## config.mk

```make
export PLATFORM = sky130hd
export DESIGN_NAME = led_blink_arbiter
export DESIGN_NICKNAME = d
export VERILOG_FILES = /design/src/rtl/led_blink_arbiter.sv
export SDC_FILE = /design/constraint.sdc
export NUM_CORES = 1
export LEC_CHECK = 0
export ABC_CLOCK_PERIOD_IN_PS = 8200
export CORE_ASPECT_RATIO = 1.4
export CORE_UTILIZATION = 40
export CTS_CLUSTER_SIZE = 10
export DETAILED_ROUTE_END_ITERATION = 6
export GPL_TIMING_DRIVEN = 0
export PLACE_DENSITY_LB_ADDON = 0.08
export SKIP_CTS_REPAIR_TIMING = 1
export SYNTH_ARGS = -nofsm -noshare
export SYNTH_HDL_FRONTEND = slang
export SYNTH_SLANG_ARGS = --single-unit
```

## constraint.sdc

```tcl
create_clock -name i_clk -period 8.2 [get_ports i_clk]
set_input_delay 1.64 -clock i_clk [delete_from_list [all_inputs] [get_ports i_clk]]
set_output_delay 1.64 -clock i_clk [all_outputs]
set_load 0.005 [all_outputs]
```

## src/rtl/led_blink_arbiter.sv

```systemverilog
// led_blink_arbiter: shares one board LED between NUM_REQ requesters.
//
// A round-robin arbiter picks a pending requester and a timing sequencer
// plays its blink pattern (on ticks, off ticks, blink count) on o_led. A
// timing tick is PRESCALE i_clk cycles long.
//
// Ports:
//   i_clk       system clock
//   i_resetn    asynchronous active-low reset
//   i_req       request level per requester
//   i_on_time   LED-on ticks, requester k at [k*TIME_W +: TIME_W]
//   i_off_time  LED-off ticks, same packing
//   i_count     number of on/off blinks, requester k at [k*CNT_W +: CNT_W]
//   i_abort     (only with LED_BLINK_ARB_ABORT_EN) cut the running sequence short
//   o_grant     one-hot owner of the LED
//   o_done      one-cycle one-hot pulse when the owner's pattern finishes
//   o_busy      sequence in progress
//   o_led       LED drive, 1 = lit
//
// Build option: define LED_BLINK_ARB_ABORT_EN to add the i_abort port.

module led_blink_arbiter #(
    parameter int unsigned NUM_REQ  = 4,
    parameter int unsigned PRESCALE = 33333,
    parameter int unsigned TIME_W   = 16,
    parameter int unsigned CNT_W    = 8
) (
    input  logic                        i_clk,
    input  logic                        i_resetn,
    input  logic [NUM_REQ-1:0]          i_req,
    input  logic [NUM_REQ*TIME_W-1:0]   i_on_time,
    input  logic [NUM_REQ*TIME_W-1:0]   i_off_time,
    input  logic [NUM_REQ*CNT_W-1:0]    i_count,
`ifdef LED_BLINK_ARB_ABORT_EN
    input  logic                        i_abort,
`endif
    output logic [NUM_REQ-1:0]          o_grant,
    output logic [NUM_REQ-1:0]          o_done,
    output logic                        o_busy,
    output logic                        o_led
);

    localparam int unsigned IW  = $clog2(NUM_REQ);
    localparam int unsigned IW1 = IW + 1;
    localparam int unsigned PW  = (PRESCALE > 1) ? $clog2(PRESCALE) : 1;
    localparam logic [NUM_REQ-1:0] ONE = NUM_REQ'(1);

    typedef enum logic [1:0] {StIdle, StOn, StOff, StDone} state_e;

    state_e              state_q, state_d;
    logic [NUM_REQ-1:0]  grant_q, grant_d;
    logic [NUM_REQ-1:0]  done_q, done_d;
    logic                busy_q, busy_d;
    logic                led_q, led_d;
    logic [IW-1:0]       ptr_q, ptr_d;
    logic [IW-1:0]       owner_q, owner_d;
    logic [TIME_W-1:0]   on_q, on_d;
    logic [TIME_W-1:0]   off_q, off_d;
    logic [CNT_W-1:0]    cnt_q, cnt_d;
    logic [PW-1:0]       presc_q, presc_d;
    logic [TIME_W-1:0]   phase_q, phase_d;

    logic                abort;
`ifdef LED_BLINK_ARB_ABORT_EN
    assign abort = i_abort;
`else
    assign abort = 1'b0;
`endif

    // Round-robin search starting at ptr_q, wrapping modulo NUM_REQ.
    logic          pick_found;
    logic [IW-1:0] pick_idx;
    logic [IW:0]   cand;

    always_comb begin
        pick_found = 1'b0;
        pick_idx   = '0;
        cand       = '0;
        for (int i = 0; i < NUM_REQ; i++) begin
            cand = {1'b0, ptr_q} + IW1'(i);
            if (cand >= IW1'(NUM_REQ)) begin
                cand = cand - IW1'(NUM_REQ);
            end
            if (!pick_found && i_req[cand[IW-1:0]]) begin
                pick_found = 1'b1;
                pick_idx   = cand[IW-1:0];
            end
        end
    end

    // Fields of the candidate requester.
    logic [TIME_W-1:0] sel_on, sel_off;
    logic [CNT_W-1:0]  sel_cnt;

    always_comb begin
        sel_on  = '0;
        sel_off = '0;
        sel_cnt = '0;
        for (int k = 0; k < NUM_REQ; k++) begin
            if (pick_idx == IW'(k)) begin
                sel_on  = i_on_time[k*TIME_W +: TIME_W];
                sel_off = i_off_time[k*TIME_W +: TIME_W];
                sel_cnt = i_count[k*CNT_W +: CNT_W];
            end
        end
    end

    logic              tick;
    logic [TIME_W-1:0] phase_end;

    assign tick      = (presc_q == PW'(PRESCALE - 1));
    assign phase_end = (state_q == StOn) ? on_q - 1'b1 : off_q - 1'b1;

    always_comb begin
        state_d = state_q;
        grant_d = grant_q;
        done_d  = '0;
        busy_d  = busy_q;
        led_d   = led_q;
        ptr_d   = ptr_q;
        owner_d = owner_q;
        on_d    = on_q;
        off_d   = off_q;
        cnt_d   = cnt_q;
        presc_d = presc_q;
        phase_d = phase_q;

        unique case (state_q)
            StIdle: begin
                if (pick_found) begin
                    owner_d = pick_idx;
                    grant_d = ONE << pick_idx;
                    busy_d  = 1'b1;
                    // Zero times are stretched to one tick.
                    on_d    = (sel_on == '0) ? TIME_W'(1) : sel_on;
                    off_d   = (sel_off == '0) ? TIME_W'(1) : sel_off;
                    cnt_d   = sel_cnt;
                    presc_d = '0;
                    phase_d = '0;
                    if (sel_cnt == '0) begin
                        state_d = StDone;
                        led_d   = 1'b0;
                    end else begin
                        state_d = StOn;
                        led_d   = 1'b1;
                    end
                end
            end

            StOn, StOff: begin
                if (abort) begin
                    state_d = StDone;
                    led_d   = 1'b0;
                end else begin
                    // Prescaler free-runs across phases so phases never drift.
                    presc_d = tick ? '0 : presc_q + 1'b1;
                    if (tick) begin
                        if (phase_q == phase_end) begin
                            phase_d = '0;
                            if (state_q == StOn) begin
                                state_d = StOff;
                                led_d   = 1'b0;
                            end else begin
                                cnt_d = cnt_q - 1'b1;
                                if (cnt_q == CNT_W'(1)) begin
                                    state_d = StDone;
                                end else begin
                                    state_d = StOn;
                                    led_d   = 1'b1;
                                end
                            end
                        end else begin
                            phase_d = phase_q + 1'b1;
                        end
                    end
                end
            end

            StDone: begin
                done_d  = grant_q;
                grant_d = '0;
                busy_d  = 1'b0;
                led_d   = 1'b0;
                state_d = StIdle;
                ptr_d   = (owner_q == IW'(NUM_REQ - 1)) ? '0 : owner_q + 1'b1;
            end

            default: begin
                state_d = StIdle;
            end
        endcase
    end

    always_ff @(posedge i_clk or negedge i_resetn) begin
        if (!i_resetn) begin
            state_q <= StIdle;
            grant_q <= '0;
            done_q  <= '0;
            busy_q  <= 1'b0;
            led_q   <= 1'b0;
            ptr_q   <= '0;
            owner_q <= '0;
            on_q    <= '0;
            off_q   <= '0;
            cnt_q   <= '0;
            presc_q <= '0;
            phase_q <= '0;
        end else begin
            state_q <= state_d;
            grant_q <= grant_d;
            done_q  <= done_d;
            busy_q  <= busy_d;
            led_q   <= led_d;
            ptr_q   <= ptr_d;
            owner_q <= owner_d;
            on_q    <= on_d;
            off_q   <= off_d;
            cnt_q   <= cnt_d;
            presc_q <= presc_d;
            phase_q <= phase_d;
        end
    end

    assign o_grant = grant_q;
    assign o_done  = done_q;
    assign o_busy  = busy_q;
    assign o_led   = led_q;

endmodule

```

==> run summary, run 1 <==
The repair_antennas step left the layout with diodes totalling 0. For this run, the share of the core covered by cells in the final layout is 0.555. The ratio of final minimum period to clock period is 0.620.

The routability congestion estimate came out at 0.931. The region available for standard cell placement spans 16,200 um2. In the global route stage, overall resource usage came out at 0.259. The clock latency on the worst-skew pair is 0.35 ns.

The share of the synthesized area in the top cell type came out at 0.332. The depth of the CTS H-tree is 3. Clock skew on the completed layout was measured at 0.0126 ns.

The tool flagged a number of max-cap violations equal to 0. Setup repair after global routing left no endpoint under its margin. The relative max-transition margin is 0.423. The reg2reg setup slack is 4.07 ns. The critical path is of the in -> reg type. The most used flip-flop cell after synthesis is dfrtp_1. The number of flops mapped to enable cells by yosys is 0. The synthesis warning total came out at 0.

The register area share after synthesis came out at 0.332. The average routed wire per standard cell is approximately 20 um. Buffers placed on the I/O ports in this run total 175. The synthesized design spends more area on one cell type than any other, namely dfrtp_1. The worst setup path is launched from an input port. The pin count of the biggest net entering global routing is 55.

The number of setup violations in the final report came out at 0. The endpoint identified for the worst register-to-register timing path is phase_q[11]. Leaving out filler cells and counting taps, the final layout contains 1,088. The cell area reported after detailed placement is just under 9000 um2.

TritonCTS built the clock tree. The wire length reported by the detailed router came out at approximately 22,000 um. The via count is about 6.2k. The final hold violation count is 0. Yosys attributes the largest share of cell area to dfrtp_1 33%, mux2i_1 15%, mux2_2 5.8%, nand2_1 4.2%, xor2_1 3.2%. The area of all placed cells without fillers is 8970 um2. The final layout contains 1,061 nets. The number of DRC violations after detailed-routing iteration 0 is around 330. The x dimension of the die came out at 111 um. The total DRC errors in the routed layout is 0. For the pin with the worst max-slew slack, the measured transition is 0.856 ns. The peak supply drop came out at 0.000162 V. Dividing the detail-routed via count by the number of cells gives 5.67. The sum of negative setup slack is 0 ns. In the synthesized netlist, the cells that appear most often are 97 x mux2i_1, 88 x dfrtp_1, 74 x nand2_1, 49 x nor2_1, 36 x nand3_1. The number of rows created at floorplan is 55.

Synthesis produced a netlist with a net count of 874. The die area came out at 17,100 um2. The number of distinct standard cells referenced by the synthesized netlist came out at 80.

In the synthesized netlist, the number of instances is 697. In this run the cell area of the synthesized design comes to 6630 um2. The post-placement setup slack came out at 2.70 ns. The flow ran to the end, and the final reports show no timing, DRC or antenna violations. The max-slew violation count is 0.

The smallest clock period supported by the final layout is computed as 5.08 ns. The number of cell instances on the worst register-to-register path is 16. The clock passes through at most 2 buffers. The HPWL after detailed placement came out at 17,500 um. The worst setup path is captured at a flip-flop. The data required time at the worst endpoint is around 8.5 ns. Summed over all layers, the global routing overflow is 0. The share of async-settable or async-resettable flops after synthesis is 1.00. The global-route wire length before repair came out at 34,600 um.

The clock slew at the register clock pins of the worst setup and hold paths came out at around 0.060 ns. The floorplan step set the die height to 154 um. The initial antenna violation count came out at 0. The layout overhead on the synthesized area is 35.2%.

The tree is rooted in a clkbuf_16. Following the worst setup path forward leads to its endpoint at off_q[0]. The average footprint of a synthesized cell came out at 9.52 um2.

The number of placed instances, taps included came out at 1,072. The tightest min-delay check is of the reg -> reg type. The synthesis-stage register bit count is 88. Tracing the worst setup path back leads to its startpoint at i_req[1].

For this configuration, the core starts out at a cell density of 0.410. Dividing total power by cell area gives a power density of 320 nW/um2. Among all cell types in the netlist, the one instantiated most often is mux2i_1.

The first-pass iteration count of the detailed router came out at 4. The number of global-route vias before repair came out at around 6.6k. The fraction of layout cells with a size suffix above 1 is 0.108. The post-layout worst setup margin came out at 3.12 ns.

For this design, the sink count on the clock tree is 88. The static leakage came out at 3.76 nW. Based on the critical path, the design can be clocked at up to 197 MHz. Pin placement for this block handled 176 I/O pins.

Of all nets on the critical path, the largest fanout is 10. For the worst setup path, the data arrival time is 5.35 ns. The launch point of the worst reg-to-reg path is state_q[1]. The number of clock buffers inserted by TritonCTS is 9.

The count of nets left with antenna violations once routing finished came out at 0.
[power breakdown]
part	internal, mW	leakage, nW	switching [mW]	total, mW
Clock	0.254	0.153	0.176	0.429
Sequential	0.579	1.11	0.165	0.744
Combinational	0.756	2.50	0.937	1.69
Total	1.59	3.76	1.28	2.87
[registers in the layout, summed over array words and instances, names as in the netlist]
| register | flops |
|---|---|
| off_q | 16 |
| on_q | 16 |
| phase_q | 16 |
| presc_q | 16 |
| cnt_q | 8 |
| o_done | 4 |
| o_grant | 4 |
| owner_q | 2 |
| ptr_q | 2 |
| state_q | 2 |
| o_busy | 1 |
| o_led | 1 |
[routing by layer]
layer / GRT usage / share of wire / vias up
met5: 0 / 0 / -
met4: 0.109 / 0.038 / 0
met3: 0.0357 / 0.035 / 48
met2: 0.487 / 0.54 / 180
met1: 0.291 / 0.39 / 3004
li1: - / - / 2938
[worst min-delay path by stage]
stage | from | to | slack (ns) | cells after the start
3_3_place_gp | owner_q[1] | owner_q[1] | 0.47 | 2
5_1_grt | on_q[15] | on_q[15] | 0.54 | 1
4_1_cts | owner_q[1] | owner_q[1] | 0.52 | 2
3_5_place_dp | owner_q[1] | owner_q[1] | 0.51 | 2
6_report | owner_q[1] | owner_q[1] | 0.51 | 2
2_1_floorplan | owner_q[1] | owner_q[1] | 0.45 | 2
[worst max-delay path: stages]
cell	delay (ns)
clkdlybuf4s50_1	0.51
a21o_1	0.19
a21oi_1	0.20
o21a_1	0.13
buf_2	0.26
buf_1	0.56
buf_1	0.66
mux2i_1	0.27
mux2i_1	0.15
nor4_1	0.42
nand4_1	0.18
a21oi_1	0.17
[layout by cell type (no fill, tap or decap), types with 4 or more instances in the layout]
cell type / count
a21o_1: 5
xor2_1: 24
inv_1: 18
mux2i_1: 97
a41o_1: 7
nor2_1: 49
clkbuf_16: 9
and2_1: 12
a21oi_1: 21
nand4_1: 15
o21ai_0: 25
clkdlybuf4s50_1: 174
nor4_1: 7
and3_1: 7
nand2_1: 74
buf_2: 6
a31oi_1: 6
or3_1: 6
buf_1: 8
ha_1: 11
nand3_1: 36
mux2i_4: 4
clkbuf_1: 17
xnor2_1: 17
a211oi_1: 5
a2111oi_0: 4
dfrtp_1: 88
nor3_1: 11
mux2_2: 34
[area by class of cell]
type	count	area, um2
tap	199	249
fill	1473	7200
timing repair buffer	176	1780
buffer	36	208
inverter	18	67.6
multi-input combinational	555	4160
clock buffer	12	256
sequential	88	2200
clock inverter	4	52.6
[stage by stage]
stage | hold slack (ns) | total power [mW]
after floorplan | 0.454 | 1.93
after global placement | 0.475 | 2.39
after detailed placement | 0.509 | 2.44
after CTS | 0.522 | 2.88
after global routing | 0.536 | 3.08
final | 0.512 | 2.87
[cells by family (layout without fill, tap and decap cells)]
logic type	Yosys count	count (layout)	synth area share
AND/OR/NAND/NOR	254	254	0.205
multiplexers	136	136	0.220
AO/OA/AOI/OAI	113	113	0.127
flip-flops	88	88	0.332
buffers and inverters	54	246	0.0415
XOR/XNOR	41	41	0.0541
adder cells (fa/ha/maj)	11	11	0.0207
Note: power is estimated with default switching activity, not from simulation.
==> run 2: changes to the inputs <==
Settings changed: ABC_CLOCK_PERIOD_IN_PS 8200 to 4600.
Clock period 8.2 ns to 4.6 ns, I/O delays scaled along.
==> run summary, run 2 (same netlist as run 1, synthesis figures left out) <==
The flow ran to the end, and the final reports show no timing, DRC or antenna violations. The static leakage is 3.77 nW (+0.24%). The end of the worst register-to-register path is phase_q[11]. The kind of start point of the critical path is an input port. The number of clock buffers inserted by TritonCTS is 9 (unchanged).

The first-pass iteration count of the detailed router came to 5 (+1). The antenna violation net count after detailed routing is 0 (unchanged). The critical path starts at i_req[1]. The library cells used most frequently in the layout, excluding fill and tap cells, are 174 x clkdlybuf4s50_1, 97 x mux2i_1, 88 x dfrtp_1. The number of setup violations in the final report came out at 0 (unchanged). The setup skew after layout came out at 0.0129 ns (+0.000351 ns). The category of the most critical setup path is in -> reg.

The via count came out at 6,149 (-0.34%). The max-capacitance violation count is 0 (unchanged). The power density relative to cell area was 570 nW/um2 (+78%). The top-level port count came out at 176 (unchanged). The count of inserted antenna diode cells is 0 (unchanged).

The most common cell after layout, fill and taps aside is clkdlybuf4s50_1. The pin count of the biggest net entering global routing is 55 (unchanged). The count of filler cells inserted in the layout is 1,475 (+0.14%). The clock sink count is 88 (unchanged). The layout overhead on the synthesized area came out at 35.3% (about the same). The global-route wire length before repair was 34,600 um (unchanged). The total routing resource utilization after global routing came out at 0.259 (unchanged).

The post-placement setup slack came out at -0.184 ns (-2.88 ns). The post-detailed-route via-to-cell ratio came out at 5.65 (-0.34%). The depth of the CTS H-tree is 3 (unchanged). The reg2reg setup slack is 0.48 ns (-3.59 ns). The die area is 17,100 um2 (unchanged). The x dimension of the die is 111 um (unchanged). The total DRC errors in the routed layout is 0 (unchanged). The number of instances on the worst hold path is 2 (unchanged).

The longest individual stage delay on the worst path is 0.56 ns (-0.10 ns). The max-slew violation count is 0 (unchanged). The core footprint came out at 16,200 um2 (unchanged).

The data required time at the worst endpoint is 4.86 ns (-3.60 ns). The final hold violation count came to 0 (unchanged). The die height is 154 um (unchanged).

The signal on the critical path passes through clkdlybuf4s50_1, a21o_1, a21oi_1, o21a_1, buf_2, buf_1, buf_1, mux2i_1, mux2i_1, nor4_1, nand4_1, a21oi_1. Timing would allow up to ~240 MHz. The number of buffers added on ports is 175 (unchanged). The number of rows created at floorplan is 55 (unchanged). In the finished design, the share of the clock period the worst path needs comes to 0.913.

The path class of the tightest hold or removal check is reg -> reg. The worst-path maximum fanout came to 10 (unchanged). Among cell families on the critical path, the largest total delay comes from buffers and inverters. The peak supply drop was 0.000289 V (+78%).

The initial antenna violation count came out at 0 (unchanged). The maximum number of buffers from clock root to sink is 2 (unchanged). The terminating pin of the worst hold path is owner_q[1].

The worst register-to-register path begins at state_q[1]. The root buffer cell chosen for the clock tree is clkbuf_16. The fraction of layout cells with a size suffix above 1 is 0.111 (+0.00337). The total design power was 5.11 mW (+78%). The clock latency on the worst-skew pair is 0.35 ns (about the same). The path length in cells of the critical path came to 12 (unchanged). The launch instance of the worst min-delay path is owner_q[1].

The number of DRC violations after detailed-routing iteration 0 was 323 (-0.92%). The clock period minus worst slack came out at 4.20 ns. The slowest stage of the critical path is the buf_1 cell.

The initial core utilization is 0.410 (unchanged). The data arrival time of the critical path was 4.46 ns (-0.89 ns). The sum of buffers and inverters on the critical path is 4 (unchanged). The wire length reported by the detailed router came out at 21,500 um (about the same). The number of cell instances on the worst register-to-register path came out at 16 (unchanged). STA classifies the critical path endpoint as a flip-flop. The HPWL after detailed placement is 17,500 um (unchanged). The slew at the pin closest to its max-slew limit came to 0.855 ns (-0.000665 ns). Setup repair after global routing left no endpoint under its margin. The average routed wire per standard cell is 19.8 um (about the same). The relative max-transition margin is 0.424 (+0.000448). The post-layout worst setup margin came out at 0.402 ns (-2.71 ns). The routability congestion estimate came out at 0.931 (unchanged). The number of global-route vias before repair came out at 6,564 (unchanged). The clock slew at the register clock pins of the worst setup and hold paths came out at 0.06 ns (about the same). TritonCTS built the clock tree. The sum of negative setup slack came out at 0 ns (unchanged).

The final-stage net count is 1,061 (unchanged). The global route total overflow is 0 (unchanged).
-- run 2: changes by cell type in the layout (fill, tap and decap cells not counted) --
cell and delta:
clkbuf_2 +3, buf_1 -3
-- run 2: cell type report --
type / count / area, um2 / share of cell area
Sequential cell: 88 / 2200 / 0.245
Timing Repair Buffer: 176 / 1780 / 0.198
Clock inverter: 4 / 52.6 / 0.00586
Inverter: 18 / 67.6 / 0.00753
Multi-Input combinational cell: 555 / 4160 / 0.463
Tap cell: 199 / 249 / 0.0278
Clock buffer: 12 / 256 / 0.0286
Buffer: 36 / 211 / 0.0236
-- run 2: worst max-delay path by stage --
stage	endpoint	slack (ns)
floorplan	state_q[1]	1.15
global placement	presc_q[3]	-0.71
detailed placement	off_q[0]	-0.18
CTS	off_q[0]	0.20
global route	off_q[0]	0.06
finish	off_q[0]	0.40
-- run 2: per-stage QoR --
stage	util	std cells	hold WS [ns]	area [um2]
global route	0.555	1088	0.536	8970
global placement	0.534	1071	0.475	8630
detailed placement	0.535	1072	0.509	8660
CTS	0.555	1088	0.522	8970
floorplan	-	697	0.454	6630
finish	0.555	1088	0.512	8970
-- run 2: report_power, final --
| part | switching (mW) | total, mW | internal, mW |
|---|---|---|---|
| Sequential | 0.295 | 1.33 | 1.03 |
| Clock | 0.313 | 0.765 | 0.452 |
| Combinational | 1.67 | 3.02 | 1.35 |
-- run 2: worst reg2reg max path: stages (launching register included) --
cell and delay [ns]:
dfrtp_1 0.42, inv_1 0.10, ha_1 0.16, buf_6 0.17
buf_12 0.16, buf_12 0.15, clkbuf_8 0.19, mux2i_1 0.28
ha_1 0.29, o221ai_1 0.30, nor2_1 0.18, a31oi_1 0.13
a2111oi_4 0.57, a31oi_1 0.31, nor2_1 0.27, buf_2 0.26
nor2_1 0.08
-- run 2: layer usage --
layer | vias to the layer above | GRT usage | routed length, um | part of all wire
li1 | 2938 | - | - | -
met1 | 2992 | 0.291 | 8390 | 0.39
met2 | 173 | 0.487 | 11600 | 0.54
met3 | 46 | 0.0357 | 754 | 0.035
met4 | 0 | 0.109 | 786 | 0.036
met5 | - | 0 | 0 | 0
==> run 3: changes to the inputs <==
Settings changed: CAP_MARGIN set to 5.
==> results of run 3 <==
Same layout as run 2: the final DEF is identical, and so are final timing and power.
